--- src/rtl/counter_4bit_down_pkg.sv ---
// Shared constants for the 4-bit counter family (down counter and its up-counter sibling).
// The all-ones value is both the up counter's terminal value and the down counter's wrap target.
package counter_4bit_down_pkg;

    localparam int         CNT_WIDTH       = 4;
    localparam logic [3:0] CNT_ALL_ONES    = 4'b1111;
    localparam logic [3:0] CNT_RESET_VALUE = CNT_ALL_ONES;

endpackage : counter_4bit_down_pkg

--- src/rtl/counter_4bit_down.sv ---
// Loadable down counter with terminal-count flag, one-cycle borrow pulse on underflow,
// and a selectable wrap-to-all-ones or auto-reload underflow mode.
module counter_4bit_down
    import counter_4bit_down_pkg::*;
#(
    parameter int               WIDTH       = CNT_WIDTH,
    parameter logic [WIDTH-1:0] RESET_VALUE = CNT_RESET_VALUE
) (
    input  logic             clock,
    input  logic             reset,
    input  logic             enable,
    input  logic             load,
    input  logic [WIDTH-1:0] load_value,
    input  logic             auto_reload,
    output logic [WIDTH-1:0] count,
    output logic             zero,
    output logic             borrow
);

    localparam logic [WIDTH-1:0] ZERO_VALUE = {WIDTH{1'b0}};
    localparam logic [WIDTH-1:0] ONE_VALUE  = {{(WIDTH-1){1'b0}}, 1'b1};
    localparam logic [WIDTH-1:0] WRAP_VALUE = {WIDTH{1'b1}};

    logic [WIDTH-1:0] count_q;
    logic [WIDTH-1:0] count_d;
    logic [WIDTH-1:0] reload_q;
    logic [WIDTH-1:0] reload_d;
    logic             borrow_q;
    logic             borrow_d;
    logic             at_zero_s;

    assign at_zero_s = (count_q == ZERO_VALUE);

    // Next-state priority mux: load, then count down / underflow, else hold.
    always_comb begin
        count_d  = count_q;
        reload_d = reload_q;
        borrow_d = 1'b0;
        if (load) begin
            count_d  = load_value;
            reload_d = load_value;
        end else if (enable) begin
            if (!at_zero_s) begin
                count_d = count_q - ONE_VALUE;
            end else begin
                // Underflow: auto_reload only matters on this edge.
                borrow_d = 1'b1;
                count_d  = auto_reload ? reload_q : WRAP_VALUE;
            end
        end else begin
            count_d = count_q;
        end
    end

    // State registers with asynchronous active-high reset.
    always_ff @(posedge clock or posedge reset) begin
        if (reset) begin
            count_q  <= RESET_VALUE;
            reload_q <= RESET_VALUE;
            borrow_q <= 1'b0;
        end else begin
            count_q  <= count_d;
            reload_q <= reload_d;
            borrow_q <= borrow_d;
        end
    end

    assign count  = count_q;
    assign borrow = borrow_q;
    assign zero   = at_zero_s;

endmodule : counter_4bit_down

--- config.mk ---
export PLATFORM = sky130hd
export DESIGN_NAME = counter_4bit_down
export DESIGN_NICKNAME = d
export VERILOG_FILES = /design/src/rtl/counter_4bit_down_pkg.sv /design/src/rtl/counter_4bit_down.sv
export SDC_FILE = /design/constraint.sdc
export NUM_CORES = 1
export LEC_CHECK = 0
export ABC_CLOCK_PERIOD_IN_PS = 1500
export CAP_MARGIN = 20
export CELL_PAD_IN_SITES_DETAIL_PLACEMENT = 1
export CELL_PAD_IN_SITES_GLOBAL_PLACEMENT = 2
export CORE_MARGIN = 4
export CORE_UTILIZATION = 24
export DETAILED_ROUTE_END_ITERATION = 8
export GPL_TIMING_DRIVEN = 0
export PLACE_DENSITY_LB_ADDON = 0.1
export SLEW_MARGIN = 15
export SYNTH_ARGS = -nofsm -noshare
export SYNTH_HDL_FRONTEND = slang
export SYNTH_SLANG_ARGS = --single-unit
--- constraint.sdc ---
create_clock -name clock -period 1.5 [get_ports clock]
set_input_delay 0.225 -clock clock [delete_from_list [all_inputs] [get_ports clock]]
set_output_delay 0.225 -clock clock [all_outputs]
set_load 0.02 [all_outputs]
Word level (Yosys, flattened, before mapping)
Cells that the tools add are included. W data, S select, Z words.

Input port bits: 9. Bits in registers: 9. Output and inout bits: 6.

Multiplexer cells: 7. Add/subtract/negate cells: 1. Reductions and logical operators: 2.

Operators by type and width (count): $mux W4 (4); $logic_not A4 Y1 (1); $sub A4 B1 Y4 const B (1); $mux W1 (3); $reduce_bool A2 Y1 (1).

Logic depth before layout (Yosys ltp)
Gate-level depths: netlist (run 1).

Word-level depth: 4. Mapped depth: 5. Mapped depth without buffers: 5.

Worst setup path after synthesis (run 1)
OpenSTA, ideal clock, no wires.

Path kind: reg2reg. Start point: register count_q[0] (netlist: count[0]). End point: register count_q[0] (netlist: count[0]). Cell stages (with the launch flop): 6. Slack: -265 ps. Required time: 1403 ps. Arrival time: 1668 ps. Cell sequence: dfstp_2 > inv_1 > ha_1 > nor3b_2 > a41o_1 > o41ai_2.

Cells in the longest elaborated chain, start to end: 4. Elaborated cells on any way between the ends: 5. Those cells by class: 1 x add/sub; 3 x mux; 1 x reduce/logical.

RTL lines: from (decl) (RTL line counter_4bit_down.sv:24) `logic [WIDTH-1:0] count_q;`; from (signal assigned) (RTL line counter_4bit_down.sv:62) `count_q <= count_d;`; $logic_not A4 Y1 (RTL line counter_4bit_down.sv:32) `assign at_zero_s = (count_q == ZERO_VALUE);`; named net zero (RTL line counter_4bit_down.sv:16) `output logic zero,`; $mux W4 (RTL line counter_4bit_down.sv:43) `if (!at_zero_s) begin`; $mux W4 (RTL line counter_4bit_down.sv:42) `end else if (enable) begin`; $mux W4 (RTL line counter_4bit_down.sv:39) `if (load) begin`.

The timed path passes the listed nets, and every way through them passes these cells. The select of a mux whose other input is x is not followed. A chain may end at the register's enable or synchronous reset.

Worst setup path in the final report (run 1)
Start point: register count_q[0] (netlist: count[0]). End point: output zero.

Cells in the longest elaborated chain, start to end: 1.

RTL lines (RTL line): $logic_not A4 Y1 (counter_4bit_down.sv:32); to (decl) (counter_4bit_down.sv:16).

Every way passes these cells.

==> metrics.md, run 1 <==
| Metric | Value |
|---|---|
| Clk_lat worst skew | `0.25 ns` |
| Drt pass-1 iters | `4` |
| IO Port Bufs | `14` |
| HPWL after DPL | `970 um` |
| Fmax | `654 MHz` |
| Setup ws final | `-0.0298 ns` |
| Sequence of cells on the critical path | `inv_2 -> ha_4 -> nor3b_4 -> buf_6` |
| Final GP Congestion | `0.697` |
| Part of the Yosys area used for sequential elements | `0.468` |
| CP required | `1.27 ns` |
| Setup Viol. Count Final | `4` |
| Power Dens Cells | `933 nW/um^2` |
| Global-route wire length before repair | `2.46 mm` |
| Max Cap Viol | `0` |
| Share of cells above drive strength 1 | `0.472` |
| # DRC | `0` |
| WP data arrival | `1.30 ns` |
| Reg clk slew, reported paths | `0.07 ns` |
| Synth unique cells | `25` |
| I/O Pins | `15` |
| Status | `finished, violations left` |
| Max rail drop VDD | `0.388 mV` |
| Setup crit start kind | `register` |
| Ys Warns | `0` |
| Clock sinks | `9` |
| CTS tree | `done` |
| First-iteration detailed-routing DRC count | `9` |
| Synth top area cells | `dfstp_2 42%, mux2_2 9.0%, dfrtp_1 5.0%` |
| Worst path max stage delay | `0.55 ns` |
| Die height | `53.8 um` |
| Num CTS Buffers | `3` |
| Violated checks | `negative setup slack` |
| H-tree depth | `1` |
| Syn nets | `57` |
| Antenna cells | `0` |
| Syn Inst Count | `47` |
| End point of the critical path | `zero` |
| Worst-case reg-to-reg path depth | `6` |
| Final worst path period share | `1.02` |
| Synth area leader | `dfstp_2` |
| Root Driver | `clkbuf_4` |
| Total Die Area | `2890 um^2` |
| Worst-margin pin slew | `0.367 ns` |
| Power Total | `0.000745 W` |
| R2R setup slack | `-0.02 ns` |
| RSZ-0062 raised after global routing | `true` |
| Final Skew | `0.00278 ns` |
| Syn_area_per_cell | `10.7 um^2` |
| Inst Count DP | `88` |
| Layout Nets | `83` |
| Final hold violations | `0` |
| Chip Width | `53.8 um` |
| Rows | `16` |
| Setup crit end kind | `output port` |
| Critical setup path kind | `register to output port` |
| R2R Path End | `count[1]` |
| Routed wire length | `1.43 mm` |
| Synthesized area | `503 um^2` |
| Worst r2r src | `count[0]` |
| Total core area | `1980 um^2` |
| Vias/cell | `4.59` |
| Initial antenna violation count | `0` |
| Area growth from synthesis to layout | `58.7%` |
| Critical path fanouts, max | `2` |
| Initial core utilization | `0.254` |
| Final worst path period need | `1.53 ns` |
| Leak pwr | `0.340 nW` |
| Max-slew violations | `0` |
| Largest net degree at the start of global routing | `11` |
| Cts hold-fix bufs | `0` |
| Top-area cell type share of the netlist area | `0.418` |
| Non-Filler Instances | `99` |
| Routed vias | `454` |
| Vias in the first global route | `494` |
| Slowest cell on the critical path | `dfstp_2` |
| Synth Register Bits | `9` |
| Max clock buf depth | `2` |
| Grt ovf | `0` |
| Worst setup startpoint | `count[0]` |
| Worst hold path class | `input port to asynchronous set/reset pin` |
| GRT Util Overall | `0.121` |
| Slew HR | `0.755` |
| Routed Antenna Nets | `0` |
| Drt wl/cell | `14.4 um` |
[worst max-delay path: cells and delay by family (launching register included)]
family        cells  cell delay, ns
simple gates      1            0.16
flops             1            0.55
buf+inv           2            0.18
fa+ha+maj         1            0.16
[area by class of cell]
cell class	count	area, um^2
Buffer	1	5.00
Timing Repair Buffer	21	194
Clock buffer	4	26.3
Tap cell	27	33.8
Multi-Input combinational cell	32	285
Fill cell	229	1180
Sequential cell	9	235
Inverter	5	18.8
[worst min path at each step]
stage	end	slack, ns	startpoint
floorplan	borrow	0.05	reset
global placement	reload_q[0]	0.49	reload_q[0]
detailed placement	reload_q[0]	0.50	reload_q[0]
CTS	borrow	0.26	reset
global route	borrow	0.27	reset
finish	borrow	0.24	reset
[per-stage QoR]
| stage | hold slack [ns] | setup slack (ns) | instance area [um^2] | setup TNS [ns] | util |
|---|---|---|---|---|---|
| 6_report | 0.236 | -0.0298 | 798 | -0.0665 | 0.403 |
| 2_1_floorplan | 0.0472 | -0.0237 | 526 | -0.0237 | - |
| 3_5_place_dp | 0.503 | -0.356 | 699 | -0.411 | 0.353 |
| 5_1_grt | 0.269 | -0.0978 | 798 | -0.324 | 0.403 |
| 4_1_cts | 0.257 | -0.0792 | 776 | -0.203 | 0.391 |
| 3_3_place_gp | 0.494 | -0.335 | 699 | -0.369 | 0.353 |
[Yosys cell counts (all sizes together)]
| library cell | instances |
|---|---|
| dfstp | 8 |
| inv | 5 |
| mux2 | 4 |
| nand2 | 3 |
| nor2 | 3 |
| a21oi | 2 |
| a22oi | 2 |
| nand2b | 2 |
| nor2b | 2 |
| nor3b | 2 |
| o21ai | 2 |
| a311oi | 1 |
| a41o | 1 |
| and3b | 1 |
| and4b | 1 |
| buf | 1 |
| dfrtp | 1 |
| ha | 1 |
| nor4 | 1 |
| nor4b | 1 |
| o31ai | 1 |
| o41ai | 1 |
| or3 | 1 |
[placed cells by master (no fill, tap or decap), types with 2 or more instances in the layout]
master	count
nor2b_1	2
a22oi_1	2
clkdlybuf4s50_1	9
inv_1	3
nor2_1	3
nand2_1	3
buf_4	4
nand2b_1	2
mux2_2	3
clkbuf_2	2
inv_2	2
clkbuf_4	3
buf_6	4
a21oi_1	2
dfstp_2	8
[registers in the layout, indices dropped and copies added, names as in the netlist]
register,flops
reload_q,4
count,4
borrow,1
[per-layer routing]
metal | track usage | wire, um | vias up
li1 | - | - | 220
met1 | 0.172 | 727 | 221
met2 | 0.181 | 644 | 11
met3 | 0.0249 | 50 | 2
met4 | 0.0383 | 5 | 0
met5 | 0 | 0 | -
[kinds of logic (layout without fill, tap and decap cells)]
logic type | count (synthesis) | in the layout | synth area share
multiplexers | 4 | 4 | 0.0895
AND/OR/NAND/NOR | 17 | 17 | 0.216
buffers and inverters | 6 | 31 | 0.0473
flip-flops | 9 | 9 | 0.468
adder cells (fa/ha/maj) | 1 | 1 | 0.0249
AO/OA/AOI/OAI | 10 | 10 | 0.154
[report_power, final]
| part | internal [W] | leakage [nW] | total, W | switching (W) |
|---|---|---|---|---|
| clock | 0.000102 | 0.0150 | 0.000191 | 0.0000885 |
| sequential | 0.000286 | 0.0980 | 0.000313 | 0.0000266 |
| combinational | 0.000129 | 0.227 | 0.000241 | 0.000112 |
[timing repair]
| item | CTS | global route |
|---|---|---|
| resized for setup | 10 | 11 |
| pin swaps | 3 | 3 |
| endpoints found under the setup margin | 8 | 8 |
| gates cloned | 0 | 0 |
| setup buffers | 7 | 0 |
Power figures use the tool's default switching activity.
==> run 2, diff against run 1 <==
CORE_MARGIN = default   (was 4)
CTS_CLUSTER_SIZE = 20   (was default)
==> run 2 against run 1 <==
The run still ends with negative setup slack left; register-to-register slack improved by 0.02 ns; clock power rose by 3%; via count rose by 1.5%; non-clock buffer count did not move; wire length fell by 11%; sequential cell count did not move; total power fell by 1.1%; cell count did not move; critical path type unchanged; highest routed layer is now met3.
==> metrics.md, run 2 (synthesis results as in run 1) <==
| Metric | Value |
|---|---|
| Status | `finished, violations left` |
| Violated checks | `negative setup slack` |
| Fmax | `655 MHz` |
| Crit. path cell count | `4` |
| Max rail drop VDD | `0.541 mV` |
| IO Port Bufs | `14` |
| Slowest cell on the critical path | `dfstp_2` |
| Final core utilization | `0.398` |
| Total Die Area | `2280 um^2` |
| Grt ovf | `0` |
| Final GP Congestion | `0.690` |
| Slew HR | `0.759` |
| WP buf/inv | `2` |
| Most frequent cells in the layout | `9 x clkdlybuf4s50_1, 8 x dfstp_2, 6 x buf_4` |
| Clk_lat worst skew | `0.26 ns` |
| Setup Viol. Count Final | `1` |
| Max Cap Viol | `0` |
| Power Dens Cells | `944 nW/um^2` |
| Reg clk slew, reported paths | `0.07 ns` |
| Worst path max stage delay | `0.55 ns` |
| WP data arrival | `1.30 ns` |
| Max clock buf depth | `2` |
| Worst Setup Slack post-DPL | `-0.315 ns` |
| Routed Antenna Nets | `0` |
| Max-slew violations | `0` |
| Clock sinks | `9` |
| H-tree depth | `1` |
| Share of cells above drive strength 1 | `0.472` |
| Worst hold path class | `input port to asynchronous set/reset pin` |
| Critical path fanouts, max | `2` |
| CP required | `1.27 ns` |
| Final worst path period need | `1.53 ns` |
| Initial core utilization | `0.256` |
| Setup crit start kind | `register` |
| Layout Nets | `83` |
| Antenna cells | `0` |
| RSZ-0062 raised after global routing | `true` |
| Area growth from synthesis to layout | `55.2%` |
| Root Driver | `clkbuf_4` |
| Routed wire length | `1.27 mm` |
| Largest net degree at the start of global routing | `11` |
| First-iteration detailed-routing DRC count | `6` |
| Drt wl/cell | `12.8 um` |
| Initial antenna violation count | `0` |
| Num CTS Buffers | `3` |
| Leak pwr | `0.337 nW` |
| Die height | `47.8 um` |
| Total core area | `1960 um^2` |
| Top delay family on crit path | `flip-flops` |
| Setup crit end kind | `output port` |
| Vias in the first global route | `420` |
| Drt pass-1 iters | `2` |
| CTS tree | `done` |
| Setup ws final | `-0.0265 ns` |
| Worst-margin pin slew | `0.361 ns` |
| Chip Width | `47.8 um` |
| Final worst path period share | `1.02` |
| Sequence of cells on the critical path | `inv_2 -> ha_4 -> nor3b_4 -> buf_6` |
| Commonest non-fill, non-tap cell in the layout | `clkdlybuf4s50_1` |
| Global-route wire length before repair | `2.03 mm` |
| Worst-case reg-to-reg path depth | `6` |
| Critical setup path kind | `register to output port` |
| Routed vias | `461` |
| Final hold violations | `0` |
| Rows | `16` |
| # DRC | `0` |
| Final Skew | `0.00201 ns` |
| GRT Util Overall | `0.138` |
| I/O Pins | `15` |
| Cts hold-fix bufs | `0` |
| HPWL after DPL | `901 um` |
| Vias/cell | `4.66` |
[run 2: cell type report]
cell class              instances  area (um^2)
plain buffers                   1         5.00
clock buffers                   4         26.3
fillers                       250         1180
inverters                       5         18.8
multi-input cells              32          277
flip-flops and latches          9          235
well taps                      27         33.8
repair buffers                 21          185
[run 2: final timing paths]
path                               startpoint          end  slack, ns
max in group asynchronous               reset  reload_q[1]       0.97
min in group clock              load_value[0]     count[0]       0.51
worst min-delay path                    reset       borrow       0.22
worst max-delay path                 count[0]         zero      -0.03
worst max register to register       count[0]     count[0]          0
worst min register to register    reload_q[0]  reload_q[0]       0.52
[run 2: timing repair]
item / in CTS / in global routing
gates resized for setup: 9 / 8
pin swaps: 3 / 2
hold endpoints to repair: 0 / 0
setup endpoints to repair: 8 / 7
setup buffers: 6 / 1
[run 2: report_power, final]
group | total, W | internal (W) | switching [W]
registers | 0.000311 | 0.000286 | 0.0000248
clock network | 0.000197 | 0.000103 | 0.0000941
logic | 0.000229 | 0.000124 | 0.000105
total | 0.000737 | 0.000513 | 0.000224
[run 2: worst register-to-register path: stages, from the launching register on]
cell and delay [ns]:
dfstp_2 0.55, inv_2 0.05, ha_4 0.15, nor3b_4 0.16
buf_6 0.13, a41o_1 0.18, o41ai_2 0.20
[run 2: stage by stage]
stage / std cells / hold WS [ns] / setup TNS, ns / total power [W] / cell area [um^2]
finish: 99 / 0.222 / -0.0265 / 0.000737 / 781
floorplan: 47 / 0.0472 / -0.0237 / 0.000433 / 526
detailed placement: 88 / 0.516 / -0.336 / 0.000519 / 699
CTS: 98 / 0.234 / -0.178 / 0.000741 / 764
global placement: 88 / 0.499 / -0.339 / 0.000518 / 699
global route: 99 / 0.286 / -0.253 / 0.000791 / 781
[run 2: layer usage]
metal,up-vias,GRT usage,part of all wire
met4,0,0.0333,0
li1,223,-,-
met2,17,0.203,0.47
met5,-,0,0
met3,0,0.0566,0.066
met1,221,0.188,0.47
==> run 3, diff against run 2 <==
SETUP_SLACK_MARGIN = 0.02   (was default)
==> run 3 against run 2 <==
The run still ends with negative setup slack left; sequential power hardly changed; wire length grew 1.5%; first-iteration DRC count down 17%; critical path depth did not move; global-route usage is 0.39 points higher; fmax hardly changed; core utilization increased by 0.064 points; sequential share of layout area barely moved; die area unchanged; sequential cell count did not move; largest cell class unchanged.
==> metrics.md, run 3 (synthesis results as in run 1) <==
| Metric | Value |
|---|---|
| Status | `finished, violations left` |
| Violated checks | `negative setup slack` |
| Commonest non-fill, non-tap cell in the layout | `clkdlybuf4s50_1` |
| R2R setup slack | `-0.01 ns` |
| RSZ-0062 raised after global routing | `true` |
| CP required | `1.27 ns` |
| Critical setup path kind | `register to output port` |
| Fmax | `655 MHz` |
| Area growth from synthesis to layout | `55.5%` |
| IO Port Bufs | `14` |
| Share of cells above drive strength 1 | `0.472` |
| Max-slew violations | `0` |
| Clock sinks | `9` |
| GRT Util Overall | `0.142` |
| Vias in the first global route | `427` |
| HPWL after DPL | `901 um` |
| Max clock buf depth | `2` |
| Power Dens Cells | `946 nW/um^2` |
| Leak pwr | `0.336 nW` |
| Worst r2r src | `count[0]` |
| Worst hold path class | `input port to asynchronous set/reset pin` |
| Final core utilization | `0.399` |
| Clk_lat worst skew | `0.26 ns` |
| Final Skew | `0.00153 ns` |
| Min Hold Slack | `0.221 ns` |
| Inst Count DP | `88` |
| Slew HR | `0.760` |
| Total Die Area | `2280 um^2` |
| Worst Setup Slack post-DPL | `-0.315 ns` |
| Routed Antenna Nets | `0` |
| Drt pass-1 iters | `2` |
| Global-route wire length before repair | `2.08 mm` |
| CTS tree | `done` |
| Most frequent cells in the layout | `9 x clkdlybuf4s50_1, 8 x dfstp_2, 6 x buf_4` |
| Non-Filler Instances | `99` |
| I/O Pins | `15` |
| Rows | `16` |
| Drt wl/cell | `13.0 um` |
| Worst-margin pin slew | `0.359 ns` |
| Setup ws final | `-0.0276 ns` |
| Fillers | `248` |
| Final worst path period need | `1.53 ns` |
| Largest net degree at the start of global routing | `11` |
| Routed vias | `462` |
| Initial antenna violation count | `0` |
| Max Cap Viol | `0` |
| Reg clk slew, reported paths | `0.07 ns` |
| Total core area | `1960 um^2` |
| Cts hold-fix bufs | `0` |
| Routed wire length | `1.29 mm` |
| # DRC | `0` |
| Grt ovf | `0` |
| Setup crit end kind | `output port` |
| R2R Path End | `count[1]` |
| Vias/cell | `4.67` |
| Root Driver | `clkbuf_4` |
| Die height | `47.8 um` |
| Setup Viol. Count Final | `3` |
| Chip Width | `47.8 um` |
| Worst-case reg-to-reg path depth | `6` |
| Initial core utilization | `0.256` |
| Antenna cells | `0` |
| Final worst path period share | `1.02` |
| Num CTS Buffers | `3` |
| Setup crit start kind | `register` |
| Layout Nets | `83` |
| First-iteration detailed-routing DRC count | `5` |
| Final hold violations | `0` |
| WP data arrival | `1.30 ns` |
| Max rail drop VDD | `0.543 mV` |
| Critical path fanouts, max | `2` |
| Final GP Congestion | `0.690` |
| H-tree depth | `1` |
## run 3: changes by cell type in the layout (fill, tap and decap cells not counted), sizes merged
| cell | previous run | this run |
|---|---|---|
| dlygate4sd2 | 2 | 1 |
| clkdlybuf4s15 | 0 | 1 |
## run 3: what timing repair did
item | in CTS | in global routing
resized for setup | 11 | 7
buffers inserted | 6 | 1
setup endpoints to repair | 8 | 8
pin swaps | 3 | 2
## run 3: report_power, final
part           switching [W]  internal [W]  total, W
clock              0.0000945      0.000103  0.000197
sequential         0.0000249      0.000286  0.000311
combinational       0.000107      0.000124  0.000231
## run 3: worst max-delay path by stage
stage,slack (ns),cells past startpoint,startpoint,to
global placement,-0.32,4,count[0],zero
floorplan,-0.02,5,count[0],count[0]
finish,-0.03,4,count[0],zero
CTS,-0.08,6,count[0],count[0]
detailed placement,-0.31,4,count[0],zero
global route,-0.07,4,count[0],zero
## run 3: metal layers
metal	GRT usage	part of all wire	up-vias
li1	-	-	223
met1	0.190	0.45	222
met2	0.214	0.48	17
met3	0.0566	0.065	0
met4	0.0333	0	0
met5	0	0	-
## run 3: critical path: stages, from the launching register on
cell,delay [ns]
dfstp_2,0.55
inv_2,0.05
ha_4,0.15
nor3b_4,0.16
buf_6,0.13
## run 3: cell type report
| class | instances | area, um^2 | area share |
|---|---|---|---|
| plain buffers | 1 | 5.00 | 0.00640 |
| multi-input cells | 32 | 277 | 0.354 |
| inverters | 5 | 18.8 | 0.0240 |
| flip-flops and latches | 9 | 235 | 0.301 |
| repair buffers | 21 | 186 | 0.238 |
| well taps | 27 | 33.8 | 0.0432 |
| clock buffers | 4 | 26.3 | 0.0336 |
## run 3: metrics by stage
step	power (W)	instance area, um^2	TNS, ns
2_1_floorplan	0.000433	526	-0.0237
6_report	0.000740	782	-0.0357
5_1_grt	0.000794	782	-0.273
3_5_place_dp	0.000519	699	-0.336
4_1_cts	0.000745	769	-0.178
3_3_place_gp	0.000518	699	-0.339
